--- src/rtl/sram_rr_arbiter.sv ---
// Two-requester round-robin arbiter sharing one single-port SRAM,
// with an optional bounded lock burst and registered read-data routing.
module sram_rr_arbiter #(
  parameter int AW        = 3,
  parameter int DW        = 8,
  parameter int MAX_BURST = 4
) (
  input  logic          clk,
  input  logic          rst,
  input  logic          a_req,
  input  logic          a_we,
  input  logic          a_lock,
  input  logic [AW-1:0] a_addr,
  input  logic [DW-1:0] a_wdata,
  output logic          a_gnt,
  output logic          a_rvalid,
  output logic [DW-1:0] a_rdata,
  input  logic          b_req,
  input  logic          b_we,
  input  logic          b_lock,
  input  logic [AW-1:0] b_addr,
  input  logic [DW-1:0] b_wdata,
  output logic          b_gnt,
  output logic          b_rvalid,
  output logic [DW-1:0] b_rdata,
  output logic          mem_wr_en,
  output logic [AW-1:0] mem_addr,
  output logic [DW-1:0] mem_din,
  input  logic [DW-1:0] mem_dout
);

  localparam int CW = $clog2(MAX_BURST + 1);

  localparam logic [1:0] OWN_NONE = 2'd0;
  localparam logic [1:0] OWN_A    = 2'd1;
  localparam logic [1:0] OWN_B    = 2'd2;

  localparam logic [0:0] LAST_A = 1'b0;
  localparam logic [0:0] LAST_B = 1'b1;

  logic [1:0]    owner_q, owner_d;
  logic [0:0]    last_q, last_d;
  logic [CW-1:0] cnt_q, cnt_d;
  logic          a_rvalid_q, b_rvalid_q;

  logic          any_gnt;
  logic          win_lock;
  logic [1:0]    win_own;
  logic [CW-1:0] cnt_inc;

  // Lock owner first, then round-robin against the last winner.
  always_comb begin
    a_gnt = 1'b0;
    b_gnt = 1'b0;
    if (!rst) begin
      if (owner_q == OWN_A && a_req) begin
        a_gnt = 1'b1;
      end else if (owner_q == OWN_B && b_req) begin
        b_gnt = 1'b1;
      end else if (a_req && b_req) begin
        a_gnt = (last_q == LAST_B);
        b_gnt = (last_q == LAST_A);
      end else begin
        a_gnt = a_req;
        b_gnt = b_req;
      end
    end
  end

  assign any_gnt = a_gnt | b_gnt;

  always_comb begin
    mem_wr_en = 1'b0;
    mem_addr  = '0;
    mem_din   = '0;
    if (a_gnt) begin
      mem_wr_en = a_we;
      mem_addr  = a_addr;
      mem_din   = a_wdata;
    end else if (b_gnt) begin
      mem_wr_en = b_we;
      mem_addr  = b_addr;
      mem_din   = b_wdata;
    end
  end

  assign win_lock = a_gnt ? a_lock : b_lock;
  assign win_own  = a_gnt ? OWN_A : OWN_B;
  assign cnt_inc  = (owner_q == win_own) ? cnt_q + CW'(1) : CW'(1);

  always_comb begin
    owner_d = owner_q;
    cnt_d   = cnt_q;
    last_d  = last_q;
    if (any_gnt) begin
      last_d = a_gnt ? LAST_A : LAST_B;
      if (win_lock && cnt_inc < CW'(MAX_BURST)) begin
        owner_d = win_own;
        cnt_d   = cnt_inc;
      end else begin
        owner_d = OWN_NONE;
        cnt_d   = '0;
      end
    end else if (owner_q != OWN_NONE) begin
      // No grant while owned means the owner stopped requesting.
      owner_d = OWN_NONE;
      cnt_d   = '0;
    end
  end

  always_ff @(posedge clk) begin
    if (rst) begin
      owner_q    <= OWN_NONE;
      last_q     <= LAST_B;
      cnt_q      <= '0;
      a_rvalid_q <= 1'b0;
      b_rvalid_q <= 1'b0;
    end else begin
      owner_q    <= owner_d;
      last_q     <= last_d;
      cnt_q      <= cnt_d;
      a_rvalid_q <= a_gnt & ~a_we;
      b_rvalid_q <= b_gnt & ~b_we;
    end
  end

  assign a_rvalid = a_rvalid_q;
  assign b_rvalid = b_rvalid_q;
  assign a_rdata  = a_rvalid_q ? mem_dout : '0;
  assign b_rdata  = b_rvalid_q ? mem_dout : '0;

endmodule

--- config.mk ---
export PLATFORM = sky130hd
export DESIGN_NAME = sram_rr_arbiter
export DESIGN_NICKNAME = d
export VERILOG_FILES = /design/src/rtl/sram_rr_arbiter.sv
export SDC_FILE = /design/constraint.sdc
export NUM_CORES = 1
export LEC_CHECK = 0
export ABC_AREA = 1
export CAP_MARGIN = 30
export CORE_MARGIN = 4
export CORE_UTILIZATION = 28
export CTS_CLUSTER_SIZE = 24
export DETAILED_ROUTE_END_ITERATION = 7
export PLACE_DENSITY = 0.79
export REMOVE_ABC_BUFFERS = 1
export SYNTH_ARGS = -nofsm -noshare
export SYNTH_HDL_FRONTEND = slang
export SYNTH_SLANG_ARGS = --single-unit
--- constraint.sdc ---
create_clock -name clk -period 1.75 [get_ports clk]
set_input_delay 0.35 -clock clk [delete_from_list [all_inputs] [get_ports clk]]
set_output_delay 0.35 -clock clk [all_outputs]
set_load 0.02 [all_outputs]
==> results.py <==
metrics = {
    "outcome": {
        "outcome": "finished, violations left",
        "violations": "negative setup slack",
    },
    "flow_run": {
        "maxCapViolCount": 0,
    },
    "die": {
        "initial_utilization": 0.301,
        "rows": 17,
        "dieArea_um2": 3280,
        "dieHeight_um": 57.3,
        "die_x_um": 57.3,
        "ios": 70,
        "coreArea_um2": 2250,
    },
    "routing": {
        "antenna_left": 0,
        "dr.pass1.iters": 4,
        "drt-total-wl_um": 2810,
        "via_count": 1008,
        "drtIter0Drc": 5,
        "drc": 0,
        "wire_per_inst_um": 12.5,
        "avgViaCountPerCell": 4.50,
    },
    "global_route": {
        "grt_antenna_before_repair": 0,
        "grt_pass1_wl_um": 4410,
        "grt_pass1_vias": 1085,
        "overflow": 0,
        "grt_max_degree": 10,
        "grtUsageTotal": 0.175,
    },
    "final_layout": {
        "drive_above_1_share": 0.342,
        "register_area_um2": 163,
        "final_cell_mix": "34 x clkdlybuf4s50_1, 22 x nand2_1, 21 x inv_1, 21 x dlygate4sd2_1, 18 x buf_4",
        "utilization": 0.708,
        "final_common_cell": "clkdlybuf4s50_1",
        "multi_input_area_um2": 423,
        "syn_to_final_growth_pct": 135,
        "layout.cells.non_filler": 224,
        "n_antenna_cell": 0,
        "fin_nets": 237,
        "n_fill_cell": 189,
    },
    "sta": {
        "post-route-period-util": 1.06,
        "setup_ws_ns": -0.113,
        "max_slew_margin": 0.807,
        "timing.final.max_slew_violations": 0,
        "finalSetupViolations": 12,
        "fmaxAchievable_ghz": 0.537,
        "rsz0062_at_grt": "true",
        "final_hold_viol_count": 0,
        "worst_slew_pin_slew_ns": 0.289,
        "skew_ns": 0.00364,
        "holdWs_ns": 0.452,
        "setup_tns_ns": -0.953,
        "fin_crit_ns": 1.86,
    },
    "clock_tree": {
        "clk_latency_ns": 0.25,
        "numCtsBuffers": 3,
        "cts_root_buffer": "clkbuf_4",
        "cts_hold_buffers": 0,
        "htree_levels": 1,
        "cts.sinks": 8,
        "clockBufferDepth": 2,
        "cts_tree": "built",
        "clkTransAtPathRegs_ns": 0.06,
    },
    "synthesis": {
        "synthesis.area_um2": 679,
        "synth.distinct_cells": 22,
        "yosysWarnings": 0,
        "ys_seq_elements": 8,
        "avgSynthCellArea_um2": 6.35,
        "yosysSeqAreaShare": 0.236,
        "netlist_instances": 107,
    },
    "worst_setup_path": {
        "max_stage_delay_ns": 0.35,
        "r2r_setup_slack_ns": 0.18,
        "crit_type": "reg -> out",
        "crit_chain": "inv_2 -> a21oi_2 -> nand2_2 -> buf_6 -> nand2_8 -> inv_8 -> a22o_2 -> buf_6",
        "end_kind": "output pin",
        "arrival_ns": 1.51,
        "slowest_stage": "dfxtp_2",
        "startpoint_type": "register",
        "required_ns": 1.40,
        "reg2regPathDepth": 14,
        "cp_common_cell": "buf_6",
        "crit_path_max_fanout": 7,
    },
    "pwr": {
        "clkPwrFrac": 0.204,
        "p_int_w": 0.000466,
        "sw_frac_of_total": 0.335,
        "p_comb_frac": 0.510,
        "switching_power_w": 0.000234,
        "pwr-share-seq": 0.285,
        "p_leak_nw": 0.924,
        "irDropWorstVdd_mv": 0.321,
        "power_density_nw_per_um2": 439,
    },
    "worst_hold_path": {
        "whs_path_depth": 2,
        "hp-class": "reg -> reg",
    },
    "placed_design": {
        "portBuffers": 69,
        "post-place-cells": 214,
        "post-place-ws_ns": -0.801,
        "gp_congestion": 0.839,
        "hpwl_um": 2190,
    },
}
==> timing repair <==
action / 4_1_cts / 5_1_grt
gates cloned: 2 / 0
pin swaps: 12 / 6
setup buffers: 4 / 1
endpoints found under the setup margin: 32 / 14
gates resized for setup: 114 / 8
==> registers in the layout, indices dropped and copies added (netlist names) <==
register	cells
a_rvalid	1
cnt_q	3
b_rvalid	1
owner_q	2
last_q	1
==> cell type report <==
class | instances | share of cell area
timing repair buffer | 88 | 0.515
multi-input combinational | 68 | 0.265
sequential | 8 | 0.102
inverter | 27 | 0.0698
tap | 28 | 0.0220
clock buffer | 3 | 0.0141
timing repair inverter | 2 | 0.0118
==> worst paths after layout <==
kind	endpoint	startpoint
worst max-delay path	mem_addr[2]	owner_q[1]$_SDFFE_PP0P_
worst min-delay path	cnt_q[2]$_SDFFE_PP0P_	cnt_q[2]$_SDFFE_PP0P_
worst max register to register	cnt_q[0]$_SDFFE_PP0P_	owner_q[1]$_SDFFE_PP0P_
worst min register to register	cnt_q[2]$_SDFFE_PP0P_	cnt_q[2]$_SDFFE_PP0P_
==> through the flow <==
step                      power [W]  instance area [um^2]
after global placement     0.000528                  1480
final                      0.000700                  1600
after floorplan            0.000330                   649
after CTS                  0.000697                  1570
after global routing       0.000747                  1600
after detailed placement   0.000532                  1480
==> cell families (layout without fill, tap and decap cells) <==
group / after synthesis / in the layout / synth area share
buffers and inverters: 31 / 120 / 0.197
and+or+nand+nor: 51 / 51 / 0.350
xor gates and xnor gates: 1 / 1 / 0.0129
adders and majority gates: 1 / 1 / 0.0184
DFF: 8 / 8 / 0.236
AOI/OAI and AO/OA: 15 / 15 / 0.186
==> worst max-delay path: cells and delay by family, from the launching register on <==
kind	cells	cell delay, ns
and+or+nand+nor	2	0.18
DFF	1	0.35
buffers and inverters	4	0.35
AOI/OAI and AO/OA	2	0.38
==> power by group through the flow <==
stage                     clock (W)  sequential (W)  combinational, W
after global placement            0        0.000203          0.000325
after floorplan                   0        0.000204          0.000126
after CTS                  0.000149        0.000200          0.000348
after detailed placement          0        0.000203          0.000329
after global routing       0.000166        0.000201          0.000380
final                      0.000143        0.000200          0.000357
==> synthesized netlist by cell type <==
cell type  instances  area share
inv_1             23        0.13
nand2_1           22        0.12
nor2_1            11       0.061
nand2_2           10       0.092
a22o_1             9        0.12
dfxtp_1            8        0.24
inv_2              3       0.017
a22o_2             2       0.029
buf_6              2       0.033
clkbuf_1           2       0.011
nand3_1            2       0.015
nand4_1            2       0.018
nor2_2             2       0.018
a21oi_1            1      0.0074
a21oi_2            1       0.013
ha_1               1       0.018
inv_4              1      0.0092
nand2_4            1       0.017
nor3_1             1      0.0074
o21ai_1            1      0.0074
o21ai_2            1       0.013
xor2_1             1       0.013
==> layer usage <==
layer | part of all wire | track usage | vias up
met1 | 0.35 | 0.157 | 446
met2 | 0.52 | 0.331 | 53
met3 | 0.12 | 0.0860 | 4
li1 | - | - | 505
met5 | 0 | 0 | -
met4 | 0.014 | 0.0695 | 0
Power figures use the tool's default switching activity.
